File: config.mk
export PLATFORM = sky130hd
export DESIGN_NAME = motor_ramp
export DESIGN_NICKNAME = d
export VERILOG_FILES = /design/src/rtl/motor_ramp.sv
export SDC_FILE = /design/constraint.sdc
export NUM_CORES = 1
export LEC_CHECK = 0
export CAP_MARGIN = 20
export CORE_ASPECT_RATIO = 0.7
export CORE_UTILIZATION = 45
export CTS_CLUSTER_SIZE = 30
export DETAILED_ROUTE_END_ITERATION = 8
export PLACE_DENSITY_LB_ADDON = 0.08
export SYNTH_ARGS = -nofsm -noshare
export SYNTH_HDL_FRONTEND = slang
export SYNTH_SLANG_ARGS = --single-unit
File: constraint.sdc
create_clock -name clk -period 3.5 [get_ports clk]
set_input_delay 0.7 -clock clk [delete_from_list [all_inputs] [get_ports clk]]
set_output_delay 0.7 -clock clk [all_outputs]
set_load 0.005 [all_outputs]
File: src/rtl/motor_ramp.sv
// motor_ramp: slew limiter in front of the PWM motor driver.
// Ramps the driver's speed toward the latest target at STEP per ramp tick
// and forces every stop or reversal through a brake dead time.
module motor_ramp #(
    parameter int RAMP_DIV   = 256,
    parameter int STEP       = 1,
    parameter int DEAD_TICKS = 4
) (
    input  logic       clk,
    input  logic       rst,
    input  logic       cmd_valid,
    input  logic [1:0] cmd_ctl,
    input  logic [7:0] cmd_vel,
    input  logic       estop,
    output logic [1:0] ctl,
    output logic [7:0] vel,
    output logic       at_target
);

    localparam int PW = (RAMP_DIV > 1) ? $clog2(RAMP_DIV) : 1;
    localparam int DW = (DEAD_TICKS > 0) ? $clog2(DEAD_TICKS + 1) : 1;
    localparam logic [PW-1:0] PMAX  = PW'(RAMP_DIV - 1);
    localparam logic [DW-1:0] DLOAD = DW'(DEAD_TICKS);
    localparam logic [7:0]    STEP8 = 8'(STEP);
    localparam logic [8:0]    STEP9 = 9'(STEP);

    typedef enum logic [1:0] {
        ST_IDLE  = 2'd0,
        ST_DRIVE = 2'd1,
        ST_DEAD  = 2'd2
    } state_t;

    state_t        state, state_nx;
    state_t        stop_state;
    logic [PW-1:0] pcnt, pcnt_nx;
    logic [DW-1:0] dcnt, dcnt_nx;
    logic [1:0]    tctl, tctl_nx, ctl_nx;
    logic [7:0]    tvel, tvel_nx, vel_nx;
    logic          tick;
    logic [8:0]    vel9, tvel9, up_sum, dn_diff;

    assign tick       = (pcnt == PMAX);
    assign stop_state = (DEAD_TICKS == 0) ? ST_IDLE : ST_DEAD;
    assign vel9       = {1'b0, vel};
    assign tvel9      = {1'b0, tvel};
    assign up_sum     = vel9 + STEP9;
    assign dn_diff    = vel9 - STEP9;

    // Register update for prescaler, target, dead counter, FSM and outputs.
    always_ff @(posedge clk or posedge rst) begin
        if (rst) begin
            state     <= ST_IDLE;
            pcnt      <= '0;
            dcnt      <= '0;
            tctl      <= 2'b00;
            tvel      <= 8'd0;
            ctl       <= 2'b00;
            vel       <= 8'd0;
            at_target <= 1'b1;
        end else begin
            state     <= state_nx;
            pcnt      <= pcnt_nx;
            dcnt      <= dcnt_nx;
            tctl      <= tctl_nx;
            tvel      <= tvel_nx;
            ctl       <= ctl_nx;
            vel       <= vel_nx;
            at_target <= (state_nx != ST_DEAD) && (ctl_nx == tctl_nx) && (vel_nx == tvel_nx);
        end
    end

    // Next-state logic: estop overrides everything; otherwise the FSM moves
    // only on tick and decisions use the target held before this edge.
    always_comb begin
        state_nx = state;
        dcnt_nx  = dcnt;
        ctl_nx   = ctl;
        vel_nx   = vel;
        tctl_nx  = tctl;
        tvel_nx  = tvel;
        pcnt_nx  = tick ? '0 : pcnt + 1'b1;

        if (estop) begin
            ctl_nx   = 2'b00;
            vel_nx   = 8'd0;
            tctl_nx  = 2'b00;
            tvel_nx  = 8'd0;
            dcnt_nx  = DLOAD;
            state_nx = stop_state;
        end else begin
            if (tick) begin
                case (state)
                    ST_IDLE: begin
                        if (tctl != 2'b00) begin
                            ctl_nx   = tctl;
                            vel_nx   = (tvel9 < STEP9) ? tvel : STEP8;
                            state_nx = ST_DRIVE;
                        end else begin
                            state_nx = ST_IDLE;
                        end
                    end
                    ST_DRIVE: begin
                        if (tctl == ctl) begin
                            // Same direction: approach the target, never past it.
                            if (vel9 < tvel9) begin
                                vel_nx = (up_sum >= tvel9) ? tvel : up_sum[7:0];
                            end else begin
                                vel_nx = (vel9 >= tvel9 + STEP9) ? dn_diff[7:0] : tvel;
                            end
                        end else begin
                            // Brake or reversal: decelerate to zero, then dead time.
                            if (vel9 <= STEP9) begin
                                vel_nx   = 8'd0;
                                ctl_nx   = 2'b00;
                                dcnt_nx  = DLOAD;
                                state_nx = stop_state;
                            end else begin
                                vel_nx = dn_diff[7:0];
                            end
                        end
                    end
                    ST_DEAD: begin
                        dcnt_nx = dcnt - 1'b1;
                        if (dcnt <= DW'(1)) begin
                            state_nx = ST_IDLE;
                        end else begin
                            state_nx = ST_DEAD;
                        end
                    end
                    default: begin
                        ctl_nx   = 2'b00;
                        vel_nx   = 8'd0;
                        state_nx = ST_IDLE;
                    end
                endcase
            end else begin
                state_nx = state;
            end

            // New command is stored on the same edge; illegal direction or
            // zero speed collapses to a brake target.
            if (cmd_valid) begin
                if (((cmd_ctl == 2'b01) || (cmd_ctl == 2'b10)) && (cmd_vel != 8'd0)) begin
                    tctl_nx = cmd_ctl;
                    tvel_nx = cmd_vel;
                end else begin
                    tctl_nx = 2'b00;
                    tvel_nx = 8'd0;
                end
            end else begin
                tctl_nx = tctl;
            end
        end
    end

endmodule

# Yosys cells after proc, flatten, opt, wreduce, memory -nomap -nowiden
# Index checks and enable logic that the tools add are counted.
# totals
register_bits	34
input_bits	14
elab_cells	75
output_inout_bits	11
# op_classes
reduce_logical	10
n_addsub	5
eq_ne	11
n_lt_le_gt_ge	6
mux	35
# op_table
op	count
$mux W8	13
$mux W2	13
$pmux W8 S3	1
$add A8 B1 Y9 const B	2
$mux W3	4
$pmux W2 S3	2
$ge A8 B9 Y1	1
$ge A9 B8 Y1	1
$add A8 B1 Y8 const B	1
$eq A8 B8 Y1	1
$eq A8 B8 Y1 const B	1
$le A8 B1 Y1 const B	1
$lt A8 B1 Y1 const B	1
$lt A8 B8 Y1	1
$reduce_bool A8 Y1	1
$sub A8 B1 Y8 const B	1
$ne A3 B3 Y1 const B	2
$pmux W3 S2	1
$eq A2 B1 Y1 const B	2
$eq A2 B2 Y1	2
$eq A2 B2 Y1 const B	2
$reduce_and A4 Y1	1
$reduce_bool A2 Y1	2
$le A3 B1 Y1 const B	1
7 further kinds	9

# Longest topological paths before layout
# Gate-level depths: netlist of run 1.
# logic_depth
word_depth	10
depth_mapped	16
depth_no_buf	15

# Worst setup path after synthesis of run 1
# No wires, ideal clock.
# synth_path
path_type	reg-to-reg
startpoint	register vel[0]
endpoint	register at_target
synth_period_minus_slack_ps	3360
path_buffers	2
required_time_ps	3440
arrival_ps	3299
path_stages_with_launch	14
setup_ps	60
slack_ps	140
cell_sequence	dfrtp_1 -> clkbuf_1 -> inv_1 -> ha_1 -> ha_1 -> a211o_1 -> a22oi_2 -> and3_1 -> dlymetal6s2s_1 -> a221oi_1 -> a22o_1 -> a22o_1 -> nor4_2 -> o211a_1
# synth_via
elab_chain_cells	10
word_cells_on_any_way	30
cone_classes	add/sub: 2; order compare: 4; eq/ne: 3; mux: 19; reduce/logical: 2
# synth_lines
item	line_no	text
from (decl)	16	output logic [7:0] vel,
from (signal assigned)	67	vel <= vel_nx;
$add A8 B1 Y9	46	assign up_sum = vel9 + STEP9;
$ge A9 B8 Y1	106	vel_nx = (up_sum >= tvel9) ? tvel : up_sum[7:0];
$mux W8	106	
$mux W8	105	if (vel9 < tvel9) begin
$mux W8 *	103	if (tctl == ctl) begin
$pmux W8 S3 *	92	case (state)
$mux W8 *	91	if (tick) begin
$mux W8 *	83	if (estop) begin
named net vel_nx[5]	38	logic [7:0] tvel, tvel_nx, vel_nx;
$eq A8 B8 Y1 *	68	at_target <= (state_nx != ST_DEAD) && (ctl_nx == tctl_nx) && (vel_nx == tvel_nx);
$logic_and A1 B1 Y1 *	68	
to (signal assigned)	68	
to (decl)	17	output logic at_target
# Mark *: on every way through the listed nets, which the timed path passes. The rest lies on a longest branch.
# A chain may end at the register's enable or synchronous reset.

# Worst setup path in the final report of run 1
# layout_path
startpoint	register tvel[3]
endpoint	register at_target
# layout_via
elab_chain_cells	10
word_cells_on_any_way	18
cone_classes	add/sub: 1; order compare: 4; eq/ne: 1; mux: 11; reduce/logical: 1
# layout_lines
item	line_no	text
from (decl)	38	
from (signal assigned)	65	tvel <= tvel_nx;
$add A8 B1 Y9	108	vel_nx = (vel9 >= tvel9 + STEP9) ? dn_diff[7:0] : tvel;
$ge A8 B9 Y1	108	
$mux W8	108	
$mux W8	105	
$mux W8	103	
$pmux W8 S3	92	
$mux W8	91	
$mux W8	83	
$eq A8 B8 Y1 *	68	
$logic_and A1 B1 Y1 *	68	
# Mark *: on every way between the ends. The rest lies on a longest branch, timed or not.

==> results of run 1 <==
-- logic make-up (layout without fill, tap and decap cells) --
family | Yosys count | count (layout) | share of synthesized area [%]
adder cells (fa/ha/maj) | 32 | 32 | 11.74
AND/OR/NAND/NOR | 155 | 155 | 24.28
multiplexers | 2 | 2 | 0.6236
flip-flops | 34 | 34 | 24.98
XOR/XNOR | 25 | 25 | 6.420
AO/OA/AOI/OAI | 112 | 112 | 24.10
buffers and inverters | 45 | 109 | 7.850
-- stage by stage --
| stage | cells | TNS (ps) | setup slack [ps] | utilization, % | power (mW) |
|---|---|---|---|---|---|
| final | 567 | 0 | 104.3 | 57.90 | 1.035 |
| after global routing | 567 | -66.24 | -66.24 | 57.90 | 1.086 |
| after CTS | 558 | 0 | 6.914 | 54.79 | 0.9905 |
| after detailed placement | 550 | 0 | 37.45 | 53.49 | 0.6754 |
| after global placement | 550 | 0 | 42.47 | 53.49 | 0.6763 |
| after floorplan | 405 | 0 | 140.5 | - | 0.5715 |
-- routing by layer --
metal | part of all wire (%) | vias to the layer above | track usage (%)
met3 | 8.9 | 19 | 6.234
li1 | - | 1623 | -
met4 | 1.3 | 0 | 5.864
met1 | 50 | 1649 | 43.49
met2 | 40 | 185 | 37.18
met5 | 0 | - | 0
-- synthesized netlist by cell type (all sizes together), types with 3 or more instances --
cell type / instances
a211o: 3
a21o: 3
xor2: 10
xnor2: 15
nand3: 22
a41oi: 3
nor3: 7
a311oi: 3
o31ai: 5
a2111oi: 4
or4: 3
nor2: 41
nand4: 5
nor3b: 3
o21a: 4
and3: 5
nand2b: 4
clkbuf: 13
nand4b: 3
o211ai: 6
a21boi: 3
a221oi: 4
o21ai: 18
nand2: 31
a31oi: 12
a2bb2oi: 3
nor2b: 5
buf: 4
inv: 27
a21oi: 18
a211oi: 4
nor4: 8
dfrtp: 33
and2: 6
ha: 32
-- final timing paths --
path,end,from,slack (ps)
worst max-delay path,at_target,tvel[3],100
worst min-delay path,pcnt[4],pcnt[4],500
worst max register to register,at_target,tvel[3],100
worst min register to register,pcnt[4],pcnt[4],500
max in group asynchronous,tvel[0],rst,2330
min in group asynchronous,pcnt[6],rst,800
-- power by group --
| group | leakage, nW | switching (mW) | internal (mW) |
|---|---|---|---|
| clock | 0.0472 | 0.160 | 0.158 |
| combinational | 1.34 | 0.168 | 0.142 |
| sequential | 0.436 | 0.00784 | 0.399 |
-- flip-flops by register name, summed over array words and instances (netlist names) --
register,count
at_target,1
ctl,2
dcnt,3
pcnt,8
state,2
tctl,2
tvel,8
vel,8
-- what timing repair did --
action                                  CTS  global route
hold buffers                              0             0
buffers inserted                          0             9
endpoints found under the setup margin    0             3
gates resized for setup                   0            37
-- area by class of cell --
type                       count  area, sq um  share of cell area, %
sequential                    34        857.1                  20.22
timing repair buffer          74        615.6                  14.53
clock buffer                   6        82.58                  1.949
inverter                      27        101.3                  2.391
multi-input combinational    326         2446                  57.72
tap                           98        122.6                  2.893
clock inverter                 2        12.51                 0.2952
-- cell usage in the layout, fill, tap and decap left out, types with 14 or more instances in the layout --
master	synthesis	routed
buf_4	0	50
nor2_1	41	38
xnor2_1	15	15
ha_1	32	31
nand3_1	22	19
a21oi_1	18	15
nand2_1	31	31
inv_1	27	27
clkdlybuf4s50_1	0	24
dfrtp_1	33	29
o21ai_0	17	14
-- critical path, stage by stage, from the launching register on --
cell	delay, ps
dfrtp_1	390
and3_1	180
and2_1	180
nand2_1	80
xnor2_1	140
ha_1	320
a21o_1	180
a221o_1	420
a31o_2	290
o21ai_0	240
a2bb2oi_1	280
nand4_1	170
nor4_4	290
o211a_1	180
==> reports/metrics.cfg, run 1 <==
[worst_setup_path]
worstPathMaxFanout=4
cp.arrival_ps=3630
setup.worst_path.start_class=flip-flop
cp-end-kind=flip-flop
cp.required_ps=3740
path_class=flip-flop to flip-flop
ff2ff_path_depth=13

[synthesis]
synth_area_per_cell_sq_um=8.422
synth_top_area_share_pct=24.21
synth_seq_area_share_pct=24.98
synth_async_sr_flop_share_pct=100.0
syn-instance-count=405
synth_cell_types=79
ys_top_cells_by_area=dfrtp_1 (24%), ha_1 (12%), nor2_1 (4.5%)
yosys_warnings=0
syn_nets=451
netlist_area_sq_um=3411
synthFlopType=dfrtp_1
synth-edff-count=0
synth_area_leader_cell=dfrtp_1
ys_ff_latch=34

[detailed_routing]
routed_wl_um=10840
firstDrtPassIters=5
first_iter_violations=322
drtAntennaViolNets=0
post-route-drc-count=0
wl_per_cell_um=19.12
vias=3476
vias_per_cell=6.131

[pwr]
irDropWorstVdd_uv=207.0
power_density_nw_per_um2=244.2
leakagePower_nw=1.824

[cells_and_area]
post-route-cell-area_sq_um=4238
diodes=0
drive_gt1_share_pct=23.24
fillers=661
area.growth.synth_to_final_pct=24.25
nets=514

[global_route]
grt_max_degree=35
gr-usage-all-layers_pct=27.52
antenna_found_initial=0
grt_pass1_wl_um=16440
grt_pass1_vias=2899
grt_overflow_total=0

[outcome]
status=finished clean

[timing]
period_minus_slack_ps=3396
max_freq_mhz=294.5
tightestPinTransition_ps=630.4
setup_violations=0
max-slew-margin-rel_pct=57.79
worst_hold_slack_ps=502.2
slew_viol_final=0
clock_skew_ps=9.888
finalCritPeriodShare_pct=97.02
hold_viol_final=0

[place]
gp_congestion=0.9630
port_buffers=24
place_area_sq_um=3915
dp_hpwl_um=7984

[worst_hold_path]
hp-class=flip-flop to flip-flop
holdPathStages=1

[die]
num_io_pins=25
rows=26
die_w_um=106.1
die-area_sq_um=7937
die_height_um=74.84
start_util_pct=46.60
core_sq_um=7320

[clocking]
clk_pin_slew_ps=80
tritoncts=yes
clock_tree.buffer_depth=2
cts-root-buf=clkbuf_8
clkSinkCount=34
cts_max_level=2
numCtsBuffers=5
clock_latency_ps=300

[flow_run]
max-cap-violations=0

No activity file was read; power rests on OpenSTA's default activity.
==> inputs of run 2 (changes only) <==
Settings changed: CTS_CLUSTER_DIAMETER set to 120.
==> results of run 2 <==
Final layout, timing and power as in run 1 (identical DEF).
